--- config.mk ---
export PLATFORM = sky130hd
export DESIGN_NAME = audio_ram_arbiter
export DESIGN_NICKNAME = d
export VERILOG_FILES = /design/src/rtl/audio_ram_arbiter.sv
export SDC_FILE = /design/constraint.sdc
export NUM_CORES = 1
export LEC_CHECK = 0
export CAP_MARGIN = 20
export CORE_MARGIN = 1
export CORE_UTILIZATION = 41
export DETAILED_ROUTE_END_ITERATION = 7
export HOLD_SLACK_MARGIN = 0.15
export PLACE_DENSITY = 0.8
export SLEW_MARGIN = 40
export SYNTH_ARGS = -nofsm -noshare
export SYNTH_HDL_FRONTEND = slang
export SYNTH_SLANG_ARGS = --single-unit
--- constraint.sdc ---
create_clock -name clk -period 2.1 [get_ports clk]
set_clock_uncertainty 0.1 [all_clocks]
set_input_delay 0.42 -clock clk [delete_from_list [all_inputs] [get_ports clk]]
set_output_delay 0.42 -clock clk [all_outputs]
set_load 0.005 [all_outputs]
--- src/rtl/audio_ram_arbiter.sv ---
// Arbitrates the single-port 8K x 16 ADPCM sector buffer RAM between the audio decoder read port
// and the CPU bus port. The decoder has fixed priority; a starvation guard bounds CPU wait.
module audio_ram_arbiter #(
  parameter int ADDR_W       = 13,
  parameter int STARVE_LIMIT = 4
) (
  input  logic                                  clk,
  input  logic                                  reset,
  input  logic [ADDR_W-1:0]                     dec_addr_i,
  input  logic                                  dec_rd_i,
  output logic [15:0]                           dec_data_o,
  output logic                                  dec_ack_o,
  output logic                                  dec_ack_q_o,
  input  logic [ADDR_W-1:0]                     cpu_addr_i,
  input  logic                                  cpu_rd_i,
  input  logic                                  cpu_wr_i,
  input  logic [1:0]                            cpu_be_i,
  input  logic [15:0]                           cpu_wdata_i,
  output logic [15:0]                           cpu_rdata_o,
  output logic                                  cpu_ack_o,
  output logic [ADDR_W-1:0]                     ram_addr_o,
  output logic [1:0]                            ram_we_o,
  output logic [15:0]                           ram_wdata_o,
  input  logic [15:0]                           ram_rdata_i,
  output logic [1:0]                            dbg_state_o,
  output logic [$clog2(STARVE_LIMIT+1)-1:0]     dbg_starve_o
);

  localparam int SW = $clog2(STARVE_LIMIT + 1);
  localparam logic [SW-1:0] LIMIT = SW'(STARVE_LIMIT);

  typedef enum logic [1:0] {
    IDLE     = 2'd0,
    RD_ISSUE = 2'd1,
    RD_DATA  = 2'd2,
    WR_ISSUE = 2'd3
  } state_t;

  // Handshake: a requester raises its rd/wr level and holds it with a stable address
  // until its ack pulse; the request is ignored during that ack cycle so a master that
  // drops it one cycle late is not served twice.
  state_t              state_q, state_d;
  logic                sel_cpu_q, sel_cpu_d;
  logic [ADDR_W-1:0]   ram_addr_q, ram_addr_d;
  logic [1:0]          ram_we_q, ram_we_d;
  logic [15:0]         ram_wdata_q, ram_wdata_d;
  logic [15:0]         dec_data_q, dec_data_d;
  logic [15:0]         cpu_rdata_q, cpu_rdata_d;
  logic                dec_ack_q, dec_ack_d;
  logic                dec_ack_dly_q, dec_ack_dly_d;
  logic                cpu_ack_q, cpu_ack_d;
  logic [SW-1:0]       starve_q, starve_d;

  logic cpu_req;
  logic dec_elig;
  logic cpu_elig;
  logic grant_cpu;
  logic grant_dec;

  assign cpu_req   = cpu_rd_i | cpu_wr_i;
  assign dec_elig  = dec_rd_i & ~dec_ack_q;
  assign cpu_elig  = cpu_req & ~cpu_ack_q;
  assign grant_cpu = (state_q == IDLE) && cpu_elig && ((starve_q == LIMIT) || !dec_elig);
  assign grant_dec = (state_q == IDLE) && dec_elig && !grant_cpu;

  always_comb begin
    state_d       = state_q;
    sel_cpu_d     = sel_cpu_q;
    ram_addr_d    = ram_addr_q;
    ram_we_d      = 2'b00;
    ram_wdata_d   = ram_wdata_q;
    dec_data_d    = dec_data_q;
    cpu_rdata_d   = cpu_rdata_q;
    dec_ack_d     = 1'b0;
    cpu_ack_d     = 1'b0;
    dec_ack_dly_d = dec_ack_q;
    starve_d      = starve_q;

    unique case (state_q)
      IDLE: begin
        if (grant_cpu) begin
          sel_cpu_d   = 1'b1;
          ram_addr_d  = cpu_addr_i;
          ram_wdata_d = cpu_wdata_i;
          starve_d    = '0;
          // A simultaneous rd+wr is treated as a write.
          if (cpu_wr_i) begin
            ram_we_d = cpu_be_i;
            state_d  = WR_ISSUE;
          end else begin
            state_d  = RD_ISSUE;
          end
        end else if (grant_dec) begin
          sel_cpu_d  = 1'b0;
          ram_addr_d = dec_addr_i;
          state_d    = RD_ISSUE;
          if (!cpu_req) begin
            starve_d = '0;
          end else if (starve_q != LIMIT) begin
            starve_d = starve_q + 1'b1;
          end
        end else if (!cpu_req) begin
          starve_d = '0;
        end
      end
      RD_ISSUE: begin
        state_d = RD_DATA;
        if (!cpu_req) starve_d = '0;
      end
      RD_DATA: begin
        state_d = IDLE;
        if (sel_cpu_q) begin
          cpu_rdata_d = ram_rdata_i;
          cpu_ack_d   = 1'b1;
        end else begin
          dec_data_d  = ram_rdata_i;
          dec_ack_d   = 1'b1;
        end
        if (!cpu_req) starve_d = '0;
      end
      WR_ISSUE: begin
        state_d   = IDLE;
        cpu_ack_d = 1'b1;
        if (!cpu_req) starve_d = '0;
      end
      default: state_d = IDLE;
    endcase
  end

  always_ff @(posedge clk) begin
    if (reset) begin
      state_q       <= IDLE;
      sel_cpu_q     <= 1'b0;
      ram_addr_q    <= '0;
      ram_we_q      <= 2'b00;
      ram_wdata_q   <= '0;
      dec_data_q    <= '0;
      cpu_rdata_q   <= '0;
      dec_ack_q     <= 1'b0;
      dec_ack_dly_q <= 1'b0;
      cpu_ack_q     <= 1'b0;
      starve_q      <= '0;
    end else begin
      state_q       <= state_d;
      sel_cpu_q     <= sel_cpu_d;
      ram_addr_q    <= ram_addr_d;
      ram_we_q      <= ram_we_d;
      ram_wdata_q   <= ram_wdata_d;
      dec_data_q    <= dec_data_d;
      cpu_rdata_q   <= cpu_rdata_d;
      dec_ack_q     <= dec_ack_d;
      dec_ack_dly_q <= dec_ack_dly_d;
      cpu_ack_q     <= cpu_ack_d;
      starve_q      <= starve_d;
    end
  end

  assign dec_data_o   = dec_data_q;
  assign dec_ack_o    = dec_ack_q;
  assign dec_ack_q_o  = dec_ack_dly_q;
  assign cpu_rdata_o  = cpu_rdata_q;
  assign cpu_ack_o    = cpu_ack_q;
  assign ram_addr_o   = ram_addr_q;
  assign ram_we_o     = ram_we_q;
  assign ram_wdata_o  = ram_wdata_q;
  assign dbg_state_o  = state_q;
  assign dbg_starve_o = starve_q;

endmodule

* Word-level counts from Yosys, hierarchy flattened *
Index checks and enable logic that the tools add are counted.

cells by class
  shift operators = 0
  bitwise logic cells = 10
  reduce and logical (&&, ||, !) cells = 17
  equality and inequality tests = 7
  order comparisons = 0
  mux-type cells = 17
  $mul = 0
  div/mod/pow operators = 0
  add/sub/neg operators = 1

operators by type and width
  kind                   number
  $mux W13               2
  $mux W3                5
  $reduce_and A2 Y1      4
  $not A1 Y1             7
  $mux W2                3
  $ne A3 B3 Y1 const B   2
  $pmux W2 S3            1
  $pmux W3 S2            1
  $ne A5 B4 Y1 const B   1
  $eq A2 B2 Y1 const B   2
  $logic_and A1 B1 Y1    4
  $mux W1                4
  $reduce_or A2 Y1       2
  $reduce_or A4 Y1       1
  $add A3 B1 Y3 const B  1
  $eq A3 B3 Y1 const B   1
  $reduce_or A3 Y1       1
  $and A1 B1 Y1          2
  $eq A2 B1 Y1 const B   1
  $logic_not A1 Y1       2
  $logic_not A2 Y1       1
  $pmux W1 S2            1
  $reduce_bool A2 Y1     1
  $logic_or A1 B1 Y1     1
  $or A1 B1 Y1           1

word-level totals
  output and inout bits = 71
  bits in read-only memories = 0
  latch bits = 0
  RAM bits = 0
  memories = 0
  register bits = 72

* Logic depth before layout (Yosys ltp) *
Gate-level depths: netlist of the first run.

  depth in word-level cells = 10
  gate-level depth with buffers = 6

* Least setup slack after synthesis of the first run *
OpenSTA, ideal clock, no wires.

  path kind = register to register
  start = reg state_q[0] (netlist: dbg_state_o[0])
  end = reg ram_addr_q[10] (netlist: ram_addr_o[10])
  arrival time = 1.589 ns
  cell stages (with the launch flop) = 7
  setup slack = 0.289 ns
  data required time = 1.878 ns
  path buffers = 3
  setup time = 0.122 ns
  cells stage by stage = dfxtp_1 buf_4 or4b_1 buf_2 buf_6 o2111a_1 a221o_1

on the way
  longest elaborated chain between the ends = 7
  elaborated cells between the ends (all ways) = 9
  those cells by class = mux (1); reduce/logical (8)

RTL lines
  what                                 RTL line    RTL
  from (decl)                          42          state_t state_q, state_d;
  from (signal assigned)               144         state_q <= state_d;
  $logic_not A2 Y1 (*)                 63, 64, 79
  $logic_and A1 B1 Y1 (2 in a row)     63          assign grant_cpu = (state_q == IDLE) && cpu_elig && ((starve_q == LIMIT) || !dec_elig);
  $logic_not A1 Y1                     64          assign grant_dec = (state_q == IDLE) && dec_elig && !grant_cpu;
  $logic_and A1 B1 Y1                  64
  $reduce_bool A2 Y1 (no source line)  -
  $reduce_and A2 Y1 (no source line)   -
  to (signal assigned)                 146         ram_addr_q <= ram_addr_d;
  to (decl)                            44          logic [ADDR_W-1:0] ram_addr_q, ram_addr_d;

Mark *: on every way between the ends. The rest lies on a longest branch, timed or not.
A chain may end at the register's enable or synchronous reset.

* Final worst setup path of the first run *
  start = reg state_q[0] (netlist: dbg_state_o[0])
  end = out dbg_state_o[0]

RTL lines
  what       RTL line  RTL
  to (decl)  25        output logic [1:0] dbg_state_o,

No word-level cell between the ends.

==> run summary, run 1 <==
first-pass GRT wire length = 12.52 mm
via count of the first global-routing pass = 2654
Routed WL = 7.680 mm
fillers = 539
CTS tree = yes
Synth cell types = 36
CORE AREA = 6794 um^2
Via Count = 2647
H-tree Lvls = 3
Initial Util = 42.49%
Req. time, crit path = 1.58 ns
Cell Chain, Critical Path = buf_4 -> clkdlybuf4s50_1
CTS buffer count = 9
worst setup path category = register to primary output
Max transition margin = 56.97%
Synth Flop Type = dfxtp_1
Die ar. = 7380 um^2
Vias/cell = 4.966
PortBufs = 135
sequential fraction of the synthesis area = 49.93%
Leak Pwr = 0.001704 uW
post-DP HPWL = 5.559 mm
Place WS = -0.04507 ns
largest cells by area after synthesis = dfxtp_1 (50%), mux2i_1 (11%), nand2_1 (8.7%), o2111a_1 (5.5%), a221o_1 (4.5%)
row count = 30
Synth async-reset ratio = 0%
clock slew at reported path FFs = 0.07 ns
clk sinks = 72
chip height = 85.91 um
post-synthesis net count = 361
period utilization = 94.99%
area grow syn2layout = 59.30%
GRT Util Overall = 21.76%
CP Launch Type = register
CP top delay family = buffers and inverters
Pwr Total = 3448 uW
WP buf/inv = 2
unrepaired setup endpoints after global routing = no
placed cell area = 4377 um^2
Die W = 85.91 um
postcts setup bufs = 0
DR iter-0 viols = 103
remaining antenna violation count after routing = 0
max-slew violation count = 0
Pwr Density = 749.9 nW/um^2
Finished Cell Area = 4598 um^2
initial antenna violation count = 0
final hold vios = 0
Post-synth EDFFs = 0
DRC Markers = 0
Yosys top cell area share = 49.93%
minimum clock period = 1.995 ns
post-CTS sizing = 0
largest buffer count on any clock path = 2
Root Buffer = clkbuf_8
actual slew at the worst max-slew pin = 0.6435 ns
layout cell share with drive strength beyond 1 = 8.467%
register bit total from synthesis = 72
gp weighted congestion = 0.7294
CP Max Fanout = 6
Final WS setup = 0.1052 ns
Syn. warnings = 0
Worst Hold Class = register to register
ant diodes = 0
clk_lat worst skew = 0.34 ns
crit-path max cell delay = 0.53 ns
MaxCap Viol Count = 0
largest net degree at the start of global routing = 36
post-synthesis cell area = 2887 um^2
IO Pins = 136
Post-Syn Instances = 294
Worst setup EP type = primary output
slowest CP cell = clkdlybuf4s50_1
Mean Syn Cell Area = 9.818 um^2
Critical Path AT = 1.47 ns
VDD IR max = 0.0004465 V
hold buffer count at CTS = 0
Final setup violation count = 0
WL/cell = 14.41 um
DRT Pass-1 Iters = 4
Max Clk Rate = 501.3 MHz
grt ovf = 0
outcome = completed
cell taking the most area after synthesis = dfxtp_1
nets@finish = 499
worst hold slack = 0.3555 ns
## sequential cells by signal, indices dropped and copies added (netlist names), 2 cells and up
register and flops:
ram_addr_o 13, ram_we_o 2, dec_data_o 16, cpu_rdata_o 16
dbg_state_o 2, dbg_starve_o 3, ram_wdata_o 16
## path summary, 6_finish.rpt
path | slack [ns] | start | cells past startpoint | endpoint
max reg2reg | 0.26 | dbg_state_o[1] | 4 | ram_addr_o[0]
max | 0.11 | dbg_state_o[0] | 2 | dbg_state_o[0]
min reg2reg | 0.36 | ram_wdata_o[10] | 2 | ram_wdata_o[10]
min | 0.36 | ram_wdata_o[10] | 2 | ram_wdata_o[10]
## synth_stat cells, drive strengths merged (4+ instances only)
cell type,instances
mux2i,32
o2111a,14
nand2,67
dfxtp,72
a221o,13
nor2,20
buf,12
clkbuf,13
inv,4
a21oi,16
## stage by stage
step / utilization [%] / std cells / setup TNS, ns
global placement: 64.42 / 517 / -0.3237
finish: 67.68 / 533 / 0
floorplan: - / 294 / 0
detailed placement: 64.42 / 517 / -0.4847
CTS: 67.68 / 533 / 0
global route: 67.68 / 533 / 0
## worst min-delay path, cell delays in order, from the launching register on
cell	delay (ns)
dfxtp_1	0.31
nand2_1	0.05
mux2i_1	0.05
## metal layers
metal,vias up,GRT usage [%],part of all wire [%]
met5,-,0,0
met4,0,8.636,1.4
met3,10,9.047,9.9
met2,94,35.86,47
met1,1230,25.06,41
li1,1313,-,-
## area by class of cell
class | count | area [um^2] | share of cell area, %
repair buffers | 152 | 1504 | 32.71
flip-flops and latches | 72 | 1441 | 31.35
multi-input cells | 193 | 1296 | 28.19
clock buffers | 11 | 141.4 | 3.075
well taps | 96 | 120.1 | 2.612
clock inverters | 5 | 80.08 | 1.741
inverters | 4 | 15.01 | 0.3265
## where the power goes
group          switching (uW)  leakage (uW)  internal (uW)
Clock                     517      0.000106            699
Sequential               62.8      0.000586           1460
Combinational             277       0.00101            429
Total                     856       0.00170           2590
## logic make-up after synthesis
logic type / share of synthesized area [%]
adders and majority gates: 0.8668
muxes: 11.10
and+or+nand+nor: 14.95
buffers and inverters: 5.462
DFF: 49.93
AOI/OAI and AO/OA: 17.69
## placed cells by master, fill, tap and decap left out, types with 2 or more instances in the layout
cell | netlist | routed
buf_4 | 1 | 15
nor4b_1 | 2 | 2
o2111ai_1 | 2 | 2
buf_12 | 0 | 2
clkdlybuf4s50_1 | 0 | 135
dfxtp_1 | 72 | 72
mux2i_1 | 32 | 32
nor3_1 | 2 | 2
nor2b_1 | 2 | 2
ha_1 | 2 | 2
clkinvlp_4 | 0 | 2
nor2_1 | 20 | 20
a221o_1 | 13 | 13
and3_1 | 2 | 2
inv_1 | 4 | 4
bufinv_16 | 0 | 2
and2_1 | 2 | 2
nand2_1 | 67 | 67
clkbuf_8 | 0 | 10
o2111a_1 | 14 | 14
a21oi_1 | 16 | 16
Note: power is estimated with default switching activity, not from simulation.
==> run 2: changes to the inputs <==
Clock period 2.1 ns to 2 ns, I/O delays scaled along.
==> run summary, run 2 (synthesis gave the netlist of run 1 again) <==
Comb power frac = 21.2% (was 20.5%)
MaxCap Viol Count = 0 (unchanged)
Crit Reg-Reg Endpoint = ram_addr_o[10] (was ram_addr_o[0])
grt ovf = 0 (unchanged)
Critical Path AT = 1.38 ns (was 1.47 ns)
via count of the first global-routing pass = 2572 (was 2654)
DRC Markers = 0 (unchanged)
CP Max Fanout = 8 (was 6)
Worst Hold Class = register to register (unchanged)
Vias/cell = 4.970 (was 4.966)
Worst setup EP type = primary output (unchanged)
CTS buffer count = 9 (unchanged)
Leak Pwr = 0.001723 uW (was 0.001704 uW)
clk sinks = 72 (unchanged)
Power Internal = 2665 uW (was 2592 uW)
CTS tree = yes (unchanged)
minimum clock period = 1.884 ns
largest buffer count on any clock path = 2 (unchanged)
postcts setup bufs = 0 (unchanged)
Net Sw Power = 884.1 uW (was 856.2 uW)
max-slew violation count = 0 (unchanged)
CORE AREA = 6794 um^2 (unchanged)
Req. time, crit path = 1.50 ns (was 1.58 ns)
DRT Pass-1 Iters = 4 (unchanged)
Switching Fraction = 24.91% (was 24.83%)
WL/cell = 14.05 um (was 14.41 um)
R2R depth = 6 (was 4)
outcome = completed (unchanged)
Initial Util = 42.49% (unchanged)
most frequent cells in the layout = clkdlybuf4s50_1 (135), dfxtp_1 (71), nand2_1 (67), mux2i_1 (32), buf_4 (21) (was clkdlybuf4s50_1 (135), dfxtp_1 (72), nand2_1 (67), mux2i_1 (32), nor2_1 (20))
placed cell area = 4402 um^2 (was 4377 um^2)
flop-to-flop setup slack = 0.24 ns (was 0.26 ns)
H-tree Lvls = 3 (unchanged)
Max Clk Rate = 530.9 MHz
DR iter-0 viols = 87 (was 103)
row count = 30 (unchanged)
Final setup violation count = 0 (unchanged)
chip height = 85.91 um (unchanged)
most common cell after layout, fill and taps aside = clkdlybuf4s50_1 (unchanged)
Die ar. = 7380 um^2 (unchanged)
Die W = 85.91 um (unchanged)
Pwr Density = 769.9 nW/um^2 (was 749.9 nW/um^2)
Via Count = 2669 (was 2647)
VDD IR max = 0.0006271 V (was 0.0004465 V)
period utilization = 94.18%
unrepaired setup endpoints after global routing = no (unchanged)
layout cell share with drive strength beyond 1 = 9.524% (was 8.467%)
Reg power frac = 45.0% (was 44.3%)
Max transition margin = 55.88% (was 56.97%)
reg-to-reg startpoint = dbg_starve_o[0] (was dbg_state_o[1])
Pwr Total = 3549 uW (was 3448 uW)
area grow syn2layout = 59.69% (was 59.30%)
largest net degree at the start of global routing = 34 (was 36)
nets@finish = 504 (was 499)
clock network power share = 33.8% (was 35.3%)
final hold vios = 0 (unchanged)
worst hold start = cpu_rdata_o[14] (was ram_wdata_o[10])
actual slew at the worst max-slew pin = 0.6597 ns (was 0.6435 ns)
IO Pins = 136 (unchanged)
remaining antenna violation count after routing = 0 (unchanged)
clk_lat worst skew = 0.33 ns (was 0.34 ns)
first-pass GRT wire length = 12.02 mm (was 12.52 mm)
Root Buffer = clkbuf_8 (unchanged)
worst setup path category = register to primary output (unchanged)
clock slew at reported path FFs = 0.07 ns (about the same)
Hold Path End = cpu_rdata_o[14] (was ram_wdata_o[10])
CP Launch Type = register (unchanged)
Finished Cell Area = 4609 um^2 (was 4598 um^2)
ant diodes = 0 (unchanged)
gp weighted congestion = 0.7216 (was 0.7294)
worst hold path stage count = 2 (unchanged)
post-DP HPWL = 5.369 mm (was 5.559 mm)
GRT Util Overall = 20.88% (was 21.76%)
Routed WL = 7.543 mm (was 7.680 mm)
initial antenna violation count = 0 (unchanged)
PortBufs = 135 (unchanged)
run 2: final cells by class:
type | count | area (um^2)
fillers | 523 | 2185
repair buffers | 157 | 1529
flip-flops and latches | 72 | 1443
multi-input cells | 193 | 1296
clock buffers | 13 | 168.9
well taps | 96 | 120.1
clock inverters | 2 | 37.54
inverters | 4 | 15.01
run 2: timing repair:
item / CTS / global route
hold buffers: 0 / 0
gates resized for setup: 0 / 1
setup endpoints to repair: 0 / 1
run 2: routing by layer:
layer / global-route usage [%] / routed length, um / vias up
met5: 0 / 0 / -
met1: 23.97 / 3193 / 1248
met4: 6.061 / 112 / 0
met3: 10.68 / 806 / 11
li1: - / - / 1320
met2: 34.05 / 3430 / 90
run 2: how the worst max path moves through the flow:
stage / start / endpoint / cells after the start
2_1_floorplan: dbg_state_o[0] / ram_addr_o[10] / 6
3_3_place_gp: dec_rd_i / ram_addr_o[2] / 5
3_5_place_dp: dec_rd_i / ram_addr_o[10] / 5
4_1_cts: dbg_state_o[0] / dbg_state_o[0] / 2
5_1_grt: dbg_state_o[0] / dbg_state_o[0] / 2
6_report: dbg_state_o[1] / dbg_state_o[1] / 2
run 2: power by group through the flow:
stage	clock (uW)	sequential, uW	combinational (uW)
3_3_place_gp	0	1630	738
5_1_grt	1290	1610	809
4_1_cts	1230	1600	756
2_1_floorplan	0	1630	332
3_5_place_dp	0	1630	750
6_report	1200	1600	753
run 2: metrics by stage:
step	std cells	setup TNS, ns	util, %	setup slack, ns	hold slack, ns
after global routing	537	0	67.85	0.05537	0.3787
after floorplan	294	0	-	0.1893	0.3511
final	537	0	67.85	0.1164	0.3543
after global placement	522	-1.447	64.79	-0.1085	0.3410
after detailed placement	522	-2.050	64.79	-0.1453	0.3485
after CTS	537	0	67.83	0.03362	0.3576
run 2: critical path, stage by stage (launching register included):
cell             delay [ns]
dfxtp_1                0.35
buf_4                  0.16
clkdlybuf4s50_1        0.54
